<file path="config.mk">
export PLATFORM = sky130hd
export DESIGN_NAME = axis_accumulate_flat
export DESIGN_NICKNAME = d
export VERILOG_FILES = /design/src/rtl/axis_accumulate_pkg.sv /design/src/rtl/axis_accumulate_if.sv /design/src/rtl/axis_accumulate.sv /design/src/flat_wrapper.sv
export SDC_FILE = /design/constraint.sdc
export NUM_CORES = 1
export LEC_CHECK = 0
export CORE_MARGIN = 1
export CORE_UTILIZATION = 45
export DETAILED_ROUTE_END_ITERATION = 6
export HOLD_SLACK_MARGIN = 0.1
export PLACE_DENSITY = 0.71
export SYNTH_ARGS = -nofsm -noshare
export SYNTH_HDL_FRONTEND = slang
export SYNTH_SLANG_ARGS = --single-unit
</file>
<file path="constraint.sdc">
create_clock -name aclk -period 7.35 [get_ports aclk]
set_clock_uncertainty 0.15 [all_clocks]
set_input_delay 1.47 -clock aclk [delete_from_list [all_inputs] [get_ports aclk]]
set_output_delay 1.47 -clock aclk [all_outputs]
set_load 0.02 [all_outputs]
</file>
<file path="src/rtl/axis_accumulate_pkg.sv">
// axis_accumulate_pkg: shared widths, result type and elaboration helpers for axis_accumulate
package axis_accumulate_pkg;
  localparam int MAX_ACC_W = 64;
  localparam int USER_W = 9;
  typedef struct packed {
    logic [MAX_ACC_W-1:0] sum;
    logic [USER_W-1:0]    count;
  } result_t;
  function automatic int cnt_w(input int beats);
    return $clog2(beats + 1);
  endfunction
  function automatic bit width_ok(input int td_bytes, input int beats, input int acc_bytes);
    return beats >= 2 && beats <= 256 && acc_bytes * 8 <= MAX_ACC_W &&
           acc_bytes * 8 >= td_bytes * 8 + cnt_w(beats);
  endfunction
endpackage

</file>
<file path="src/rtl/axis_accumulate_if.sv">
// axis_accumulate_if: AXI-Stream bundle; slave side carries tlast, master side carries tuser
interface axis_accumulate_if
  import axis_accumulate_pkg::*;
#(
  parameter int DATA_W = 32
) ();
  logic              tvalid;
  logic              tready;
  logic [DATA_W-1:0] tdata;
  logic              tlast;
  logic [USER_W-1:0] tuser;
  modport master (output tvalid, tdata, tlast, tuser, input tready);
  modport slave  (input tvalid, tdata, tlast, output tready);
endinterface

</file>
<file path="src/rtl/axis_accumulate.sv">
// axis_accumulate: sums groups of up to BEATS_PER_SUM beats (or until tlast) into one wide result beat
module axis_accumulate
  import axis_accumulate_pkg::*;
#(
  parameter int TDATA_WIDTH_BYTES = 4,
  parameter int BEATS_PER_SUM     = 8,
  parameter int ACC_WIDTH_BYTES   = 8
) (
  input logic              aclk,
  input logic              reset,
  axis_accumulate_if.slave  s_axis,
  axis_accumulate_if.master m_axis
);
  localparam int ACC_W = ACC_WIDTH_BYTES * 8;
  localparam int CNT_W = cnt_w(BEATS_PER_SUM);
  if (!width_ok(TDATA_WIDTH_BYTES, BEATS_PER_SUM, ACC_WIDTH_BYTES)) begin : g_bad_width
    $fatal(1, "axis_accumulate: accumulator too narrow or BEATS_PER_SUM out of range");
  end
  logic [ACC_W-1:0] r_acc;
  logic [CNT_W-1:0] r_cnt;
  result_t          r_res;
  logic             r_valid;
  logic             w_ready;
  logic             w_accept;
  logic             w_last;
  logic [ACC_W-1:0] w_sum;
  assign w_ready  = !reset && (!r_valid || m_axis.tready);
  assign w_accept = s_axis.tvalid && w_ready;
  assign w_last   = r_cnt == CNT_W'(BEATS_PER_SUM - 1) || s_axis.tlast;
  assign w_sum    = r_acc + ACC_W'(s_axis.tdata);
  assign s_axis.tready = w_ready;
  assign m_axis.tvalid = r_valid;
  assign m_axis.tdata  = r_res.sum[ACC_W-1:0];
  assign m_axis.tuser  = r_res.count;
  assign m_axis.tlast  = 1'b1;
  always_ff @(posedge aclk or posedge reset) begin
    if (reset) begin
      r_acc   <= '0;
      r_cnt   <= '0;
      r_res   <= '0;
      r_valid <= 1'b0;
    end else begin
      if (w_accept) begin
        r_acc <= w_last ? '0 : w_sum;
        r_cnt <= w_last ? '0 : r_cnt + CNT_W'(1);
      end
      // a completing beat reloads the holding register even as the old result drains
      if (w_accept && w_last) begin
        r_res   <= '{sum: MAX_ACC_W'(w_sum), count: USER_W'(r_cnt) + USER_W'(1)};
        r_valid <= 1'b1;
      end else if (m_axis.tready) begin
        r_valid <= 1'b0;
      end
    end
  end
endmodule

</file>
<file path="src/flat_wrapper.sv">
// flat-port wrapper written by rule: the top's interface ports become plain ports
module axis_accumulate_flat import axis_accumulate_pkg::*;
#(
  parameter int TDATA_WIDTH_BYTES = 4,
  parameter int BEATS_PER_SUM     = 8,
  parameter int ACC_WIDTH_BYTES   = 8
)
  (aclk, reset, s_axis_tvalid, s_axis_tdata, s_axis_tlast, s_axis_tready, m_axis_tvalid, m_axis_tdata, m_axis_tlast, m_axis_tuser, m_axis_tready);
  axis_accumulate_if #(.DATA_W(32)) s_axis_i ();
  axis_accumulate_if #(.DATA_W(64)) m_axis_i ();
  input logic aclk;
  input logic reset;
  input wire logic [$bits(s_axis_i.tvalid)-1:0] s_axis_tvalid;
  input wire logic [$bits(s_axis_i.tdata)-1:0] s_axis_tdata;
  input wire logic [$bits(s_axis_i.tlast)-1:0] s_axis_tlast;
  output wire logic [$bits(s_axis_i.tready)-1:0] s_axis_tready;
  output wire logic [$bits(m_axis_i.tvalid)-1:0] m_axis_tvalid;
  output wire logic [$bits(m_axis_i.tdata)-1:0] m_axis_tdata;
  output wire logic [$bits(m_axis_i.tlast)-1:0] m_axis_tlast;
  output wire logic [$bits(m_axis_i.tuser)-1:0] m_axis_tuser;
  input wire logic [$bits(m_axis_i.tready)-1:0] m_axis_tready;
  assign s_axis_i.tvalid = s_axis_tvalid;
  assign s_axis_i.tdata = s_axis_tdata;
  assign s_axis_i.tlast = s_axis_tlast;
  assign s_axis_tready = s_axis_i.tready;
  assign m_axis_tvalid = m_axis_i.tvalid;
  assign m_axis_tdata = m_axis_i.tdata;
  assign m_axis_tlast = m_axis_i.tlast;
  assign m_axis_tuser = m_axis_i.tuser;
  assign m_axis_i.tready = m_axis_tready;
  axis_accumulate #(.TDATA_WIDTH_BYTES(TDATA_WIDTH_BYTES), .BEATS_PER_SUM(BEATS_PER_SUM), .ACC_WIDTH_BYTES(ACC_WIDTH_BYTES)) u_core (.aclk(aclk), .reset(reset), .s_axis(s_axis_i), .m_axis(m_axis_i));
endmodule
</file>
==> results of run 1 <==
[sequential cells by signal, indices dropped and copies added (netlist names)]
name / cells
u_core.m_axis.tvalid: 1
u_core.m_axis.tuser: 5
u_core.r_cnt: 4
u_core.r_acc: 64
u_core.m_axis.tdata: 64
[power by group through the flow]
stage | clock (W) | combinational [W] | sequential, W
5_1_grt | 0.000862 | 0.00155 | 0.00106
3_5_place_dp | 0 | 0.00140 | 0.00105
6_report | 0.000816 | 0.00140 | 0.00104
4_1_cts | 0.000831 | 0.00141 | 0.00104
2_1_floorplan | 0 | 0.000861 | 0.00115
3_3_place_gp | 0 | 0.00138 | 0.00105
[cells in the final DEF (no fill, tap or decap), drive strengths merged, types with 3 or more instances in the layout]
cell,n
a22o,23
or4,3
a21o,20
xor2,12
nor3b,4
xnor2,49
inv,18
o21a,5
clkbuf,25
nor2,59
or3,6
a21oi,43
nand4,15
o21ai,140
nor4,3
a2111oi,16
and3,5
o31ai,5
o21bai,11
a211o,3
clkinv,4
buf,7
nor3,4
clkdlybuf4s50,107
a31oi,4
dfrtp,138
a221oi,4
conb,5
nand3,23
o211ai,4
or2,3
and4,3
a211oi,15
nand2,154
ha,33
[worst max-delay path, stage by stage]
cell and delay (ps):
clkdlybuf4s50_1 470, ha_1 330, a211oi_1 90, o21a_1 240
or3b_1 470, a21oi_4 210, o2111ai_4 440, a2111oi_2 680
nor2_1 100, a211o_1 270
[cell families (layout without fill, tap and decap cells)]
family / Yosys count / count (layout) / synth area share
AO/OA/AOI/OAI: 302 / 302 / 0.2632
XOR/XNOR: 61 / 61 / 0.06454
adder cells (fa/ha/maj): 34 / 34 / 0.05230
buffers and inverters: 78 / 164 / 0.04187
flip-flops: 138 / 138 / 0.4172
multiplexers: 1 / 1 / 0.001209
other: 2 / 5 / 0.0009072
AND/OR/NAND/NOR: 293 / 293 / 0.1589
[metal layers]
layer	GRT usage	wire, um	vias up
met3	0.04709	935	39
met2	0.3663	9613	187
li1	-	-	3379
met5	0	0	-
met4	0.09768	555	0
met1	0.2913	9236	3318
[through the flow]
step                      std cells  utilization  instance area [um2]  hold slack [ps]  power [W]
after floorplan                 912            -                 8289            302.6   0.002006
after global placement         1195       0.5233                 9433            310.1   0.002425
after detailed placement       1195       0.5233                 9433            310.7   0.002451
after CTS                      1227       0.5544                 9993            324.6   0.003280
after global routing           1227       0.5544                 9993            350.1   0.003471
final                          1227       0.5544                 9993            324.2   0.003262
[area by class of cell]
type	instances	area, um2
Clock inverter	7	65.06
Tap cell	229	286.5
Sequential cell	138	3453
Inverter	18	72.57
Timing Repair Buffer	114	1124
Multi-Input combinational cell	696	4497
Fill cell	1641	8031
Clock buffer	25	495.5
[path summary, 6_finish.rpt]
check	cells past startpoint	slack, ps	to
worst max-delay path	10	2710	u_core.r_acc[59]
worst min-delay path	2	320	u_core.m_axis.tuser[1]
worst max register to register	9	3820	u_core.r_acc[59]
worst min register to register	2	320	u_core.m_axis.tuser[1]
max in group asynchronous	3	4370	u_core.r_cnt[3]
min in group asynchronous	2	1450	u_core.r_acc[4]
==> results_dict.tcl, run 1 <==
set metrics [dict create \
    ios 113 \
    wl_um 20340 \
    cts_setup_buffers 0 \
    crit_path_max_fanout 16 \
    switchingPower_w 0.001256 \
    cts_buffer_depth 2 \
    gp_congestion 0.9261 \
    path_clk_slew_ps 60 \
    power.leakage_nw 4.175 \
    worst_pin_slew_ps 856.5 \
    ys_types 66 \
    portBuffers 107 \
    yosysSeqAreaShare 0.4172 \
    synth_area_mm2 0.008278 \
    p_clk_frac 0.250 \
    setup.worst_path.class "in2reg" \
    yosysTopAreaCellShare 0.4172 \
    fin_setup_tns_ps 0 \
    die_h_um 137.6 \
    n_antenna_cell 0 \
    pwr-share-seq 0.319 \
    internal_power_w 0.002006 \
    arrival_ps 4800 \
    grt_pass1_wl_um 33090 \
    hp-start "u_core.m_axis.tuser[1]" \
    finalMaxSlewViolations 0 \
    critPathLaunchType "input pin" \
    cts_made_buffers 17 \
    swShare 0.3851 \
    drv_cap 0 \
    hold_path.class "reg2reg" \
    postLayoutSetupSlackWorst_ps 2711 \
    r2r_start "u_core.r_acc[2]" \
    detail_route.wl_per_cell_um 16.58 \
    synth.area.top_cells "dfrtp_1 (42%), o21ai_0 (7.1%), nand2_1 (7.0%)" \
    synth_largest_area_cell "dfrtp_1" \
    cts_resized 0 \
    hold_viol_final 0 \
    drt_iter0_drc 390 \
    final_layout_size_suffix_gt1_frac 0.07816 \
    yosys_most_used_dff "dfrtp_1" \
    critPathCaptureType "register" \
    cts_sinks 138 \
    row_count 49 \
    cp.required_ps 7520 \
    area_delta_synth_final_pct 20.72 \
    rsz0062_at_grt "false" \
    final.min_clock_period_ps 4639 \
    fin_crit_sh 0.6311 \
    start_util 0.4593 \
    finalNetCount 1056 \
    crit_start "s_axis_tdata[1]" \
    die_x_um 137.6 \
    ys.warnings.count 0 \
    dp_hpwl_um 14190 \
    drc 0 \
    insertion_delay_ps 430 \
    synth-seq-cells 138 \
    p_per_area_mw_per_mm2 326.4 \
    cts_tree "done" \
    htree_levels 4 \
    cts-root-buf "clkbuf_16" \
    die_area_mm2 0.01894 \
    dr.pass1.iters 5 \
    synth_common_cells "nand2_1 (154), dfrtp_1 (138), o21ai_0 (118)" \
    antenna_left 0 \
    synthCells 909 \
    syn_avg_cell_area_um2 9.107 \
    routed_via_density 5.642 \
    grt_max_degree 85 \
    overflow 0 \
    synth.most_common_cell "nand2_1" \
    grt_usage 0.2263 \
    fmax_mhz 215.6 \
    setup_viol 0 \
    outcome "finished clean" \
    grt_pass1_vias 6662 \
    vias 6923 \
    core_mm2 0.01802 \
    ctsHoldBuffers 0 \
    async_flop_share 1.000 \
    synth-edff-count 0 \
    slew_headroom 0.4276 \
    antenna_found_initial 0 \
    dp_slack_ps 2252 \
    vdd_ir_drop_max_uv 184.2 \
    power_frac_comb 0.431 \
]
Note: power is estimated with default switching activity, not from simulation.
==> run 2: changes to the inputs <==
--- a/config.mk
+++ b/config.mk
@@ -9,7 +9,7 @@
 export CORE_UTILIZATION = 45
 export DETAILED_ROUTE_END_ITERATION = 6
 export HOLD_SLACK_MARGIN = 0.1
-export PLACE_DENSITY = 0.71
+export PLACE_DENSITY = 0.73
 export SYNTH_ARGS = -nofsm -noshare
 export SYNTH_HDL_FRONTEND = slang
 export SYNTH_SLANG_ARGS = --single-unit
==> constraint.sdc (replaced) <==
create_clock -name aclk -period 4.1 [get_ports aclk]
set_clock_uncertainty 0.15 [all_clocks]
set_input_delay 0.82 -clock aclk [delete_from_list [all_inputs] [get_ports aclk]]
set_output_delay 0.82 -clock aclk [all_outputs]
set_load 0.02 [all_outputs]
==> run 2 against run 1 <==
Compared with the run above:
- utilization increased by 2.8 points
- first-iteration DRC count is 57% higher
- flip-flop and latch count did not move
- count of clock-buffer cells in the layout shrank 7
- clock power up 100%
- critical path type unchanged
- combinational power grew 95%
- sequential power is 80% higher
- largest power group unchanged
- highest routed layer unchanged
- via count increased by 4.2%
- non-clock buffer count grew 50
- routed wire length increased by 4.6%
==> results_dict.tcl, run 2 (synthesis gave the netlist of run 1 again) <==
set metrics [dict create \
    die_area_mm2 0.01894 \
    grt_pass1_vias 7153 \
    outcome "finished clean" \
    insertion_delay_ps 440 \
    arrival_ps 3950 \
    final.min_clock_period_ps 3779 \
    p_total_w 0.006263 \
    antenna_left 0 \
    dp_cells 1245 \
    min_path_cells 2 \
    antenna_found_initial 0 \
    ios 113 \
    p_per_area_mw_per_mm2 596.3 \
    gp_congestion 0.9081 \
    portBuffers 107 \
    postLayoutCellArea_mm2 0.01050 \
    path_clk_slew_ps 60 \
    vias 7213 \
    setup.worst_path.class "in2reg" \
    dp_hpwl_um 15020 \
    drt_iter0_drc 611 \
    die_x_um 137.6 \
    cts_buffer_depth 2 \
    fmax_mhz 264.6 \
    r2r_slack_ps 820 \
    hold_path.class "reg2reg" \
    fin_crit_sh 0.9217 \
    grt_pass1_wl_um 35580 \
    finalMaxSlewViolations 0 \
    setup_viol 0 \
    die_h_um 137.6 \
    drv_cap 0 \
    cts_made_buffers 17 \
    dr.pass1.iters 5 \
    vdd_ir_drop_max_uv 373.4 \
    hold_viol_final 0 \
    drc 0 \
    cts_setup_buffers 0 \
    worst_pin_slew_ps 685.4 \
    grt_max_degree 94 \
    fillerInstances 1560 \
    routed_via_density 5.648 \
    min_to "u_core.m_axis.tdata[21]" \
    hp-start "u_core.m_axis.tdata[21]" \
    r2r_cells 12 \
    cp.required_ps 4270 \
    n_antenna_cell 0 \
    cts_resized 0 \
    detail_route.wl_per_cell_um 16.67 \
    ctsHoldBuffers 0 \
    core_mm2 0.01802 \
    r2r_end "u_core.r_acc[62]" \
    cts-root-buf "clkbuf_16" \
    row_count 49 \
    critPathLaunchType "input pin" \
    critPathCaptureType "register" \
    cts_tree "done" \
    r2r_start "u_core.r_acc[0]" \
    crit_path_max_fanout 6 \
    dpl_cell_area_mm2 0.009869 \
    slew_headroom 0.5413 \
    wl_um 21280 \
    final_layout_size_suffix_gt1_frac 0.1260 \
    finalNetCount 1106 \
    rsz0062_at_grt "false" \
    cts_sinks 138 \
    final_cell_mix "nand2_1 (153), dfrtp_1 (138), o21ai_0 (118)" \
    htree_levels 4 \
    stdcell_count 1277 \
    fin_setup_tns_ps 0 \
    overflow 0 \
    area_delta_synth_final_pct 26.89 \
    grt_usage 0.2426 \
    final_common_cell "nand2_1" \
    power.leakage_nw 4.468 \
    start_util 0.4593 \
]
## run 2: cell type report
type / count / area [um2] / share of cell area
inverters: 18 / 71.32 / 0.006790
well taps: 229 / 286.5 / 0.02728
flip-flops and latches: 138 / 3453 / 0.3288
clock inverters: 14 / 195.2 / 0.01858
repair buffers: 164 / 1562 / 0.1487
clock buffers: 18 / 439.2 / 0.04181
multi-input cells: 696 / 4497 / 0.4281
## run 2: critical path, cell delays in order
cell	delay (ps)
clkdlybuf4s50_1	480
ha_1	180
fa_1	190
a211oi_1	70
o21a_1	220
or4_4	510
a211oi_4	310
o211ai_4	180
buf_4	220
a211oi_2	280
buf_4	160
o21ai_0	90
a22o_1	220
## run 2: worst max path at each step
stage	endpoint	cells after the start	start	slack, ps
finish	u_core.r_acc[62]	13	s_axis_tdata[0]	320
global route	u_core.r_acc[62]	13	s_axis_tdata[15]	130
CTS	u_core.r_acc[62]	13	s_axis_tdata[0]	310
detailed placement	u_core.r_acc[42]	12	s_axis_tdata[0]	-110
global placement	u_core.r_acc[50]	12	s_axis_tdata[0]	-50
floorplan	u_core.r_acc[50]	11	s_axis_tdata[0]	580
## run 2: through the flow
| step | utilization | worst slack [ps] | hold WS, ps |
|---|---|---|---|
| 2_1_floorplan | - | 578.1 | 302.6 |
| 3_3_place_gp | 0.5476 | -50.72 | 309.3 |
| 3_5_place_dp | 0.5476 | -111.9 | 319.3 |
| 4_1_cts | 0.5827 | 312.9 | 333.1 |
| 5_1_grt | 0.5827 | 126.0 | 345.5 |
| 6_report | 0.5827 | 321.2 | 327.3 |
## run 2: power by group
group          internal (W)  switching [W]  total (W)
logic               0.00118        0.00155    0.00273
clock network       0.00104       0.000631    0.00167
registers           0.00167       0.000192    0.00187
total               0.00389        0.00238    0.00626
## run 2: routing by layer
layer	share of wire	global-route usage	up-vias
met4	0.019	0.08425	0
li1	-	-	3486
met5	0	0	-
met2	0.47	0.3939	252
met3	0.051	0.04525	33
met1	0.46	0.3225	3442
